[src/rtl/xor_decode_rx_pkg.sv]
`default_nettype none
// ----------------------------------------------------------------------------
// xor_decode_rx_pkg : shared widths, defaults and FIFO helpers for the XOR link
// Rev 1.0
// ----------------------------------------------------------------------------
package xor_decode_rx_pkg;

    localparam int W_DEFAULT     = 10;
    localparam int DEPTH_DEFAULT = 4;

    // Combined push/pop operation seen by the FIFO on a given edge.
    typedef enum logic [1:0] {
        FIFO_IDLE = 2'b00,
        FIFO_POP  = 2'b01,
        FIFO_PUSH = 2'b10,
        FIFO_BOTH = 2'b11
    } fifo_op_e;

    function automatic int ptr_width(input int depth);
        return (depth > 1) ? $clog2(depth) : 1;
    endfunction

endpackage : xor_decode_rx_pkg
`default_nettype wire

[src/rtl/xor_rx_fifo.sv]
`default_nettype none
// ----------------------------------------------------------------------------
// xor_rx_fifo : power-of-two circular buffer with occupancy count
// Rev 1.0
// ----------------------------------------------------------------------------
module xor_rx_fifo
    import xor_decode_rx_pkg::*;
#(
    parameter int W     = W_DEFAULT,
    parameter int DEPTH = DEPTH_DEFAULT,
    localparam int PW   = ptr_width(DEPTH),
    localparam int CW   = $clog2(DEPTH + 1)
) (
    input  logic          clk,
    input  logic          rst_n,
    input  logic          push_i,
    input  logic [W-1:0]  push_data_i,
    input  logic          pop_i,
    output logic          full_o,
    output logic          empty_o,
    output logic [CW-1:0] count_o,
    output logic [W-1:0]  rd_data_o
);

    logic [W-1:0]  mem_q [DEPTH];
    logic [PW-1:0] wr_ptr_q, wr_ptr_d;
    logic [PW-1:0] rd_ptr_q, rd_ptr_d;
    logic [CW-1:0] count_q, count_d;
    logic          full_w;
    logic          empty_w;
    logic          pop_en_w;
    logic          wr_en_w;
    fifo_op_e      op_w;

    assign full_w   = (count_q == CW'(DEPTH));
    assign empty_w  = (count_q == '0);

    // A push into a full buffer only lands when the same edge frees a slot.
    assign pop_en_w = pop_i && !empty_w;
    assign wr_en_w  = push_i && (!full_w || pop_en_w);
    assign op_w     = fifo_op_e'({wr_en_w, pop_en_w});

    always_comb begin
        wr_ptr_d = wr_ptr_q;
        rd_ptr_d = rd_ptr_q;
        count_d  = count_q;
        case (op_w)
            FIFO_PUSH: begin
                wr_ptr_d = wr_ptr_q + PW'(1);
                count_d  = count_q + CW'(1);
            end
            FIFO_POP: begin
                rd_ptr_d = rd_ptr_q + PW'(1);
                count_d  = count_q - CW'(1);
            end
            FIFO_BOTH: begin
                wr_ptr_d = wr_ptr_q + PW'(1);
                rd_ptr_d = rd_ptr_q + PW'(1);
            end
            default: begin
                count_d = count_q;
            end
        endcase
    end

    always_ff @(posedge clk or negedge rst_n) begin
        if (!rst_n) begin
            wr_ptr_q <= '0;
            rd_ptr_q <= '0;
            count_q  <= '0;
        end else begin
            wr_ptr_q <= wr_ptr_d;
            rd_ptr_q <= rd_ptr_d;
            count_q  <= count_d;
        end
    end

    // Storage is left uninitialised; only the pointers define what is live.
    always_ff @(posedge clk) begin
        if (wr_en_w) begin
            mem_q[wr_ptr_q] <= push_data_i;
        end
    end

    assign full_o    = full_w;
    assign empty_o   = empty_w;
    assign count_o   = count_q;
    assign rd_data_o = mem_q[rd_ptr_q];

endmodule : xor_rx_fifo
`default_nettype wire

[src/rtl/xor_decode_rx.sv]
`default_nettype none
// ----------------------------------------------------------------------------
// xor_decode_rx : XOR decode stage feeding an output FIFO with sticky overflow
// Rev 1.0
// ----------------------------------------------------------------------------
module xor_decode_rx
    import xor_decode_rx_pkg::*;
#(
    parameter int W     = W_DEFAULT,
    parameter int DEPTH = DEPTH_DEFAULT,
    localparam int CW   = $clog2(DEPTH + 1)
) (
    input  logic          clk,
    input  logic          rst_n,
    input  logic          in_valid,
    input  logic [W-1:0]  in_y,
    input  logic [W-1:0]  in_key,
    output logic          out_valid,
    input  logic          out_ready,
    output logic [W-1:0]  out_data,
    output logic [CW-1:0] count,
    output logic          overflow,
    input  logic          clr_ovf
);

    logic          stage_vld_q, stage_vld_d;
    logic [W-1:0]  stage_data_q, stage_data_d;
    logic          overflow_q, overflow_d;

    logic          fifo_full_w;
    logic          fifo_empty_w;
    logic          fifo_push_w;
    logic          fifo_pop_w;
    logic          ovf_evt_w;
    logic [CW-1:0] fifo_count_w;
    logic [W-1:0]  fifo_rd_data_w;

    assign fifo_pop_w  = out_ready && !fifo_empty_w;
    assign fifo_push_w = stage_vld_q && (!fifo_full_w || fifo_pop_w);
    assign ovf_evt_w   = stage_vld_q && fifo_full_w && !fifo_pop_w;

    always_comb begin
        stage_vld_d  = in_valid;
        stage_data_d = in_y ^ in_key;
        // A fresh drop outranks a clear arriving on the same edge.
        overflow_d   = (overflow_q && !clr_ovf) || ovf_evt_w;
    end

    always_ff @(posedge clk or negedge rst_n) begin
        if (!rst_n) begin
            stage_vld_q  <= 1'b0;
            stage_data_q <= '0;
            overflow_q   <= 1'b0;
        end else begin
            stage_vld_q  <= stage_vld_d;
            stage_data_q <= stage_data_d;
            overflow_q   <= overflow_d;
        end
    end

    xor_rx_fifo #(
        .W     (W),
        .DEPTH (DEPTH)
    ) u_fifo (
        .clk         (clk),
        .rst_n       (rst_n),
        .push_i      (fifo_push_w),
        .push_data_i (stage_data_q),
        .pop_i       (fifo_pop_w),
        .full_o      (fifo_full_w),
        .empty_o     (fifo_empty_w),
        .count_o     (fifo_count_w),
        .rd_data_o   (fifo_rd_data_w)
    );

    assign out_valid = !fifo_empty_w;
    assign out_data  = fifo_rd_data_w;
    assign count     = fifo_count_w;
    assign overflow  = overflow_q;

endmodule : xor_decode_rx
`default_nettype wire

[config.mk]
export PLATFORM = sky130hd
export DESIGN_NAME = xor_decode_rx
export DESIGN_NICKNAME = d
export VERILOG_FILES = /design/src/rtl/xor_decode_rx_pkg.sv /design/src/rtl/xor_rx_fifo.sv /design/src/rtl/xor_decode_rx.sv
export SDC_FILE = /design/constraint.sdc
export NUM_CORES = 1
export LEC_CHECK = 0
export CORE_MARGIN = 2
export CORE_UTILIZATION = 35
export CTS_CLUSTER_SIZE = 14
export DETAILED_ROUTE_END_ITERATION = 16
export PLACE_DENSITY = 0.7
export SLEW_MARGIN = 20
export SYNTH_ARGS = -nofsm -noshare
export SYNTH_HDL_FRONTEND = slang
export SYNTH_HIERARCHICAL = 1
export SYNTH_SLANG_ARGS = --single-unit
[constraint.sdc]
create_clock -name clk -period 2.9 [get_ports clk]
set_clock_uncertainty 0.15 [all_clocks]
set_input_delay 0.58 -clock clk [delete_from_list [all_inputs] [get_ports clk]]
set_output_delay 0.58 -clock clk [all_outputs]
set_load 0.01 [all_outputs]
Word-level counts from Yosys, hierarchy flattened
Memories as Yosys holds them, arrays and structs flattened.
Cells that the tools add are included.
W data, S select, Z words.
{"block": "op_classes", "add_sub_neg": 4, "reduce_logical": 18, "n_mux": 3, "n_bitwise": 1, "n_eq_ne": 4}
{"operator": "$xor A10 B10 Y10", "count": 1}
{"operator": "$logic_and A1 B1 Y1", "count": 7}
{"operator": "$pmux W3 S2", "count": 1}
{"operator": "$add A2 B1 Y2 const B", "count": 2}
{"operator": "$eq A2 B2 Y1 const B", "count": 2}
{"operator": "$logic_not A1 Y1", "count": 4}
{"operator": "$reduce_or A2 Y1", "count": 2}
{"operator": "$add A3 B1 Y3 const B", "count": 1}
{"operator": "$eq A3 B3 Y1 const B", "count": 1}
{"operator": "$logic_not A3 Y1", "count": 1}
{"operator": "$logic_or A1 B1 Y1", "count": 3}
{"operator": "$sub A3 B1 Y3 const B", "count": 1}
{"operator": "$eq A2 B1 Y1 const B", "count": 1}
{"operator": "$mux W1", "count": 2}
{"operator": "$reduce_bool A2 Y1", "count": 1}
{"block": "totals", "in_bits": 25, "out_inout_bits": 15, "ram_bits": 40, "elab_cells": 37, "memories": 1, "regBits": 19}
{"name": "u_fifo.mem_q", "words": 4, "width": 10, "read_ports": 1, "rd_ports_with_merged_regs": 0, "write_ports": 1, "line": "xor_rx_fifo.sv:25", "rtl": "logic [W-1:0] mem_q [DEPTH];"}

Longest topological paths before layout
Gate-level depths: netlist of the first run.
{"block": "depth", "ltp_word": 8, "ltp_mapped": 11}

Modules after synthesis
The synthesis of the first run kept the hierarchy.
{"module": "xor_rx_fifo", "area_each_um2": 1963.1, "cells_per_inst": 106, "instances": 1}
{"module": "xor_decode_rx", "area_each_um2": 430.4, "cells_per_inst": 29, "instances": 1}

Least setup slack after synthesis of the first run
No wires, ideal clock.
{"block": "synth_timing", "path_type": "reg-to-reg", "startpoint": "reg u_fifo.count_q[0], in the netlist u_fifo/count_o[0]", "endpoint": "reg u_fifo.count_q[1], in the netlist u_fifo/count_o[1]", "arrival_time_ns": 2.597, "period_less_slack_ns": 2.834, "required_ns": 2.663, "stages_incl_launch_ff": 12, "slack_ns": 0.066, "setup_ns": 0.087, "path_cell_list": "dfrtp_1 -> or3_2 -> inv_1 -> nor2b_4 -> o21a_1 -> buf_2 -> nor2b_1 -> nand2_1 -> fa_1 -> o21ba_2 -> o211ai_1 -> a22oi_1"}
{"block": "synth_via", "elab_chain_cells": 8, "elab_cells_between_ends": 16}
{"item": "from (decl)", "line": "xor_rx_fifo.sv:28", "rtl": "logic [CW-1:0] count_q, count_d;"}
{"item": "from (signal assigned)", "line": "xor_rx_fifo.sv:74", "rtl": "count_q <= count_d;"}
{"item": "$logic_not A3 Y1 (*)", "line": "xor_rx_fifo.sv:36", "rtl": "assign empty_w = (count_q == '0);"}
{"item": "named net fifo_empty_w", "line": "xor_decode_rx.sv:31", "rtl": "logic fifo_empty_w;"}
{"item": "$logic_not A1 Y1 (*)", "line": "xor_decode_rx.sv:38", "rtl": "assign fifo_pop_w = out_ready && !fifo_empty_w;"}
{"item": "$logic_and A1 B1 Y1 (*)", "line": "xor_decode_rx.sv:38"}
{"item": "named net fifo_pop_w", "line": "xor_decode_rx.sv:33", "rtl": "logic fifo_pop_w;"}
{"item": "$logic_or A1 B1 Y1 (*)", "line": "xor_decode_rx.sv:39", "rtl": "assign fifo_push_w = stage_vld_q && (!fifo_full_w || fifo_pop_w);"}
{"item": "$logic_and A1 B1 Y1 (*)", "line": "xor_decode_rx.sv:39"}
{"item": "named net fifo_push_w", "line": "xor_decode_rx.sv:32", "rtl": "logic fifo_push_w;"}
{"item": "$logic_and A1 B1 Y1 (*)", "line": "xor_rx_fifo.sv:40", "rtl": "assign wr_en_w = push_i && (!full_w || pop_en_w);"}
{"item": "$eq A2 B1 Y1 or $eq A2 B2 Y1 (tied branches)", "line": "xor_rx_fifo.sv:47", "rtl": "case (op_w)"}
{"item": "$pmux W3 S2 or $reduce_bool A2 Y1 (tied branches)"}
Mark *: on every way through the listed nets, which the timed path passes. The rest lies on a longest branch.
A chain may end at the register's enable or synchronous reset.

Worst setup path after layout of the first run
{"block": "layout_timing", "startpoint": "reg u_fifo.count_q[1], in the netlist u_fifo/count_o[1]", "endpoint": "reg u_fifo.count_q[1], in the netlist u_fifo/count_o[1]"}
Same word-level chain as after synthesis.

==> impl_metrics.csv, run 1 <==
group,metric,value,unit
cells_and_area,multi_input_area,653,um2
route,via_count,1229,
worst_setup_path,crit_type,"reg2reg",
clock_network,cts_root_buffer,"clkbuf_8",
timing,setup_viol,0,
timing,drv_slew,0,
global_routing,grt_pass1_wl,6110,um
clock_network,numCtsBuffers,9,
run_status,outcome,"finished clean",
yosys,synth_seq_cells,59,
yosys,synth.net_count,165,
floorplan,core_area,0.00672,mm2
worst_setup_path,required,2.98,ns
clock_network,clk_latency,0.32,ns
timing,rsz0062_at_grt,"false",
power,peakVddDrop,0.000256,V
floorplan,initial_core_util,0.356,
cells_and_area,drive_gt1_frac,0.202,
floorplan,pin_count,40,
cells_and_area,final_cell_mix,"edfxtp_1 (40), clkdlybuf4s50_1 (39), dfrtp_1 (18), xor2_1 (12), inv_1 (11)",
placed_design,hpwl,2530,um
yosys,syn_inst,135,
global_routing,grt_max_degree,20,
worst_setup_path,r2r-start,"u_fifo/count_o[1]",
route,wl,3670,um
clock_network,ctsHtreeMaxLevel,3,
global_routing,grt_antenna_before_repair,0,
yosys,avgSynthCellArea,17.7,um2
floorplan,die_y,86.7,um
placed_design,gp_congestion,0.747,
worst_setup_path,worstSetupStartpointType,"register",
cells_and_area,areaGrowthSynthToFinish,28.2,%
timing,clock.fmax,363,MHz
yosys,synth_top_area_frac,0.502,
cells_and_area,fin_cells,273,
power,powerDensity,935,mW/mm2
cells_and_area,nets,218,
worst_setup_path,ff2ff_path_depth,10,
route,drc,0,
timing,relSlewSlack,0.661,
worst_setup_path,reg2reg_to,"u_fifo/count_o[1]",
power,p_seq_frac,0.425,
worst_setup_path,cp_max_fo,7,
yosys,synthFlopType,"edfxtp_1",
worst_setup_path,ff2ff_setup_slack,0.14,ns
flow_run,cap_violations,0,
yosys,synth_async_sr_flop_share,0.322,
yosys,synth-edff-count,40,
yosys,ys_seq_area_frac,0.700,
timing,layout_min_cycle_time,2.76,ns
floorplan,die-area,0.00752,mm2
clock_network,hold_buffers,0,
route,drtIter0Drc,63,
worst_setup_path,timing.critical_path.to,"u_fifo/count_o[1]",
yosys,mappedNetlistArea,0.00239,mm2
global_routing,grtUsageTotal,0.112,
power,leakagePower,0.00115,uW
route,viasPerCell,4.50,
global_routing,gr-total-overflow,0,
timing,hold_viol,0,
power,switchingPower,838,uW
cells_and_area,register_area,0.00168,mm2
clock_network,cts_setup_buffers,0,
clock_network,cts_tree,"done",
route,drt_pass1_iterations,4,
hold_path,holdCritPathClass,"reg2reg",
yosys,synth.area.top_cells,"edfxtp_1 (50%), dfrtp_1 (20%), mux4_2 (9.4%), xor2_1 (4.4%), ha_1 (2.1%)",
placed_design,portBuffers,39,
clock_network,cts.sinks,59,
placed_design,place_inst,257,
yosys,synthDistinctLibCells,31,
yosys,yosysTopAreaCell,"edfxtp_1",
timing,tightest_slew,0.509,ns
clock_network,clk_path_buf_depth,2,
power,p_int,2030,uW
global_routing,grt_pass1_vias,1235,
power,switching_share,0.292,
cells_and_area,nFillCells,567,
route,ant_nets,0,
timing,finalCritPeriodShare,0.951,
route,routedWlPerCell,13.4,um
worst_setup_path,end_kind,"register",
timing,finalSetupTns,0,ns
floorplan,num_rows,30,
hold_path,holdPathStages,0,
power,combPwrFrac,0.374,
worst_setup_path,crit_start,"u_fifo/count_o[1]",
worst_setup_path,critPathArrivalTime,2.83,ns
floorplan,die_w,86.7,um
yosys,yosys_warnings,6,
power,clockPowerShare,0.201,
cells_and_area,layout_commonest_cell,"edfxtp_1",
cells_and_area,diodes,0,
clock_network,clkTransAtPathRegs,0.06,ns
final cells by class:
class                           instances  area share
Clock buffer                           12      0.0440
Clock inverter                          4     0.00571
Inverter                               11      0.0135
Multi-Input combinational cell         61       0.213
Sequential cell                        59       0.547
Tap cell                               80      0.0326
Timing Repair Buffer                   46       0.144
flip-flops by register name, indices dropped and copies added, names as in the netlist:
signal           cells
u_fifo/rd_ptr_q      2
stage_vld_q          1
u_fifo/mem_q        40
stage_data_q        10
overflow             1
u_fifo/wr_ptr_q      2
u_fifo/count_o       3
metal layers:
layer | vias to the layer above | routed length, um | track usage
met5 | - | 0 | 0
met2 | 27 | 1920 | 0.178
met3 | 4 | 143 | 0.0286
li1 | 598 | - | -
met4 | 0 | 59 | 0.0724
met1 | 600 | 1540 | 0.134
worst min path at each step:
stage	start	to	slack, ns
detailed placement	stage_data_q[4]	u_fifo/mem_q[0][4]	0.33
CTS	stage_data_q[4]	u_fifo/mem_q[0][4]	0.34
finish	stage_data_q[4]	u_fifo/mem_q[0][4]	0.34
floorplan	rst_n	overflow	0.13
global placement	stage_data_q[1]	u_fifo/mem_q[3][1]	0.32
global route	stage_data_q[4]	u_fifo/mem_q[0][4]	0.36
logic make-up (layout without fill, tap and decap cells):
logic type	count (synthesis)	in the layout	synth area share
flip-flops	59	59	0.700
AND/OR/NAND/NOR	19	19	0.0497
XOR/XNOR	15	15	0.0549
buffers and inverters	15	73	0.0277
AO/OA/AOI/OAI	11	11	0.0376
multiplexers	11	11	0.100
adder cells (fa/ha/maj)	5	5	0.0293
power by group through the flow:
stage	Combinational (uW)	Sequential, uW	Clock, uW
2_1_floorplan	648	1220	0
3_3_place_gp	1070	1230	0
3_5_place_dp	1090	1240	0
4_1_cts	1090	1220	601
5_1_grt	1180	1250	633
6_report	1070	1220	576
critical path, cell delays in order (launching register included):
cell and delay, ns:
dfrtp_2 0.44, or3_2 0.48, inv_1 0.13, nor2b_4 0.06
o21a_1 0.18, nor2b_2 0.16, nand2_1 0.08, fa_1 0.44
o21ba_2 0.24, o211ai_1 0.08, a22oi_1 0.22
synth_stat cells, types with 2 or more instances:
master	number
and2_2	4
buf_2	2
dfrtp_1	19
edfxtp_1	40
ha_1	4
inv_1	11
mux4_2	10
nand2_1	3
nand3_1	2
nor2_1	3
nor2b_1	2
o211ai_1	2
o21ai_0	2
xnor2_1	3
xor2_1	12
stage by stage:
step / power (uW) / cell area, um2 / hold slack, ns / setup WS, ns / util
floorplan: 1860 / 2390 / 0.134 / 0.0660 / -
global placement: 2300 / 2910 / 0.319 / 0.165 / 0.433
detailed placement: 2330 / 2910 / 0.332 / 0.105 / 0.433
CTS: 2920 / 3060 / 0.345 / 0.0707 / 0.456
global route: 3060 / 3070 / 0.363 / 0.00301 / 0.457
finish: 2870 / 3070 / 0.341 / 0.142 / 0.457
timing repair:
action | CTS | global route
setup endpoints to repair | 0 | 2
endpoints found under the hold margin | 0 | 0
gates resized for setup | 0 | 2
(Power assumes the default switching activity.)
==> run 2, diff against run 1 <==
--- a/config.mk
+++ b/config.mk
@@ -5,7 +5,6 @@
 export SDC_FILE = /design/constraint.sdc
 export NUM_CORES = 1
 export LEC_CHECK = 0
-export CORE_MARGIN = 2
 export CORE_UTILIZATION = 35
 export CTS_CLUSTER_SIZE = 14
 export DETAILED_ROUTE_END_ITERATION = 16
==> run 2 against run 1 <==
Net effect:
- highest routed layer unchanged
- via count is 0.16% higher
- hold slack improved by 0.0059 ns
- global-route usage grew 0.96 points
- critical path type unchanged
- critical path depth unchanged
==> impl_metrics.csv, run 2 (synthesis results as in run 1) <==
group,metric,value,unit
route,drc,0,
power,peakVddDrop,0.000499,V
timing,tightest_slew,0.482,ns
cells_and_area,largest_reg_flops,40,
cells_and_area,final_cell_mix,"edfxtp_1 (40), clkdlybuf4s50_1 (39), dfrtp_1 (19), xor2_1 (12), inv_1 (11)",
route,drtIter0Drc,32,
timing,clock.fmax,367,MHz
worst_setup_path,critPathArrivalTime,2.80,ns
timing,relSlewSlack,0.679,
route,viasPerCell,4.56,
floorplan,core_area,0.00646,mm2
global_routing,grt_pass1_wl,6290,um
flow_run,cap_violations,0,
worst_setup_path,path_cells,"or3_2 > inv_1 > nor2b_4 > o21a_1 > nor2b_2 > nand2_1 > fa_1 > o21ba_2 > o211ai_1 > a22oi_1",
worst_setup_path,cp_max_fo,7,
placed_design,place_inst,254,
worst_setup_path,required,2.98,ns
placed_design,gp_congestion,0.749,
floorplan,die-area,0.00717,mm2
clock_network,hold_buffers,0,
route,wl,3640,um
cells_and_area,regMostFlops,"u_fifo/mem_q",
worst_setup_path,worstSetupStartpointType,"register",
global_routing,grt_pass1_vias,1329,
timing,drv_slew,0,
clock_network,ctsHtreeMaxLevel,3,
route,ant_nets,0,
worst_setup_path,cp_slowest_stage_delay,0.48,ns
cells_and_area,nets,218,
clock_network,cts.sinks,59,
timing,hold_viol,0,
route,via_count,1231,
floorplan,die_y,84.7,um
clock_network,clk_path_buf_depth,2,
worst_setup_path,critPathTopFamily,"simple AND/OR/NAND/NOR gates",
timing,finalCritPeriodShare,0.939,
worst_setup_path,crit_type,"reg2reg",
global_routing,gr-total-overflow,0,
worst_setup_path,r2r-start,"u_fifo/count_o[1]",
clock_network,cts_tree,"done",
cells_and_area,diodes,0,
clock_network,clk_latency,0.32,ns
cells_and_area,areaGrowthSynthToFinish,28.3,%
clock_network,cts_resized,0,
timing,layout_min_cycle_time,2.72,ns
power,leakagePower,0.00115,uW
timing,finalSetupTns,0,ns
route,routedWlPerCell,13.5,um
cells_and_area,layout_commonest_cell,"edfxtp_1",
power,powerDensity,943,mW/mm2
hold_path,holdCritPathClass,"reg2reg",
placed_design,portBuffers,39,
route,drt_pass1_iterations,6,
timing,rsz0062_at_grt,"false",
worst_setup_path,end_kind,"register",
worst_setup_path,crit_start,"u_fifo/count_o[1]",
clock_network,cts_root_buffer,"clkbuf_8",
global_routing,grt_max_degree,20,
clock_network,numCtsBuffers,9,
clock_network,cts_setup_buffers,0,
placed_design,hpwl,2550,um
run_status,outcome,"finished clean",
worst_setup_path,worst-path-buf-inv,1,
floorplan,die_w,84.7,um
global_routing,grt_antenna_before_repair,0,
cells_and_area,fin_cells,270,
floorplan,num_rows,29,
floorplan,pin_count,40,
cells_and_area,drive_gt1_frac,0.192,
timing,setup_viol,0,
global_routing,grtUsageTotal,0.121,
worst_setup_path,cp_slowest_cell,"or3_2",
hold_path,worstHoldStart,"stage_data_q[2]",
floorplan,initial_core_util,0.371,
clock_network,clkTransAtPathRegs,0.06,ns
run 2: changes by cell type in the layout (fill, tap and decap cells not counted):
cell | before | now
clkbuf_1 | 3 | 6
clkbuf_8 | 9 | 10
clkinv_1 | 2 | 0
clkinv_2 | 2 | 0
dfrtp_1 | 18 | 19
dfrtp_2 | 1 | 0
run 2: layout make-up:
cell class,instances,area [um2]
Fill cell,555,3390
Multi-Input combinational cell,61,653
Sequential cell,59,1680
Timing Repair Buffer,46,443
Tap cell,77,96.3
Inverter,11,41.3
Clock buffer,16,160
run 2: power breakdown:
group	internal (uW)	total [uW]	switching (uW)
Sequential	1120	1220	104
Combinational	610	1070	460
Clock	336	604	268
Total	2060	2890	833
run 2: layer usage:
layer	part of all wire	track usage
met1	0.43	0.138
met2	0.49	0.200
met3	0.052	0.0393
met4	0.024	0.0740
met5	0	0
run 2: through the flow:
stage          power, uW  setup slack, ns  utilization  hold slack [ns]  area [um2]
2_1_floorplan       1860           0.0660            -            0.134        2390
4_1_cts             2930            0.121        0.475            0.352        3070
3_3_place_gp        2310            0.176        0.450            0.319        2910
3_5_place_dp        2320           0.0844        0.450            0.338        2910
5_1_grt             3090           0.0152        0.475            0.372        3070
6_report            2890            0.178        0.475            0.347        3070
run 2: worst paths after layout:
| path | end | slack (ns) | cells after the start |
|---|---|---|---|
| max in group asynchronous | stage_data_q[8] | 1.95 | 2 |
| hold / removal | u_fifo/mem_q[2][2] | 0.35 | 0 |
| hold reg to reg | u_fifo/mem_q[2][2] | 0.35 | 0 |
| min in group asynchronous | u_fifo/count_o[2] | 0.45 | 2 |
| setup reg to reg | u_fifo/count_o[1] | 0.18 | 10 |
| setup / recovery | u_fifo/count_o[1] | 0.18 | 10 |
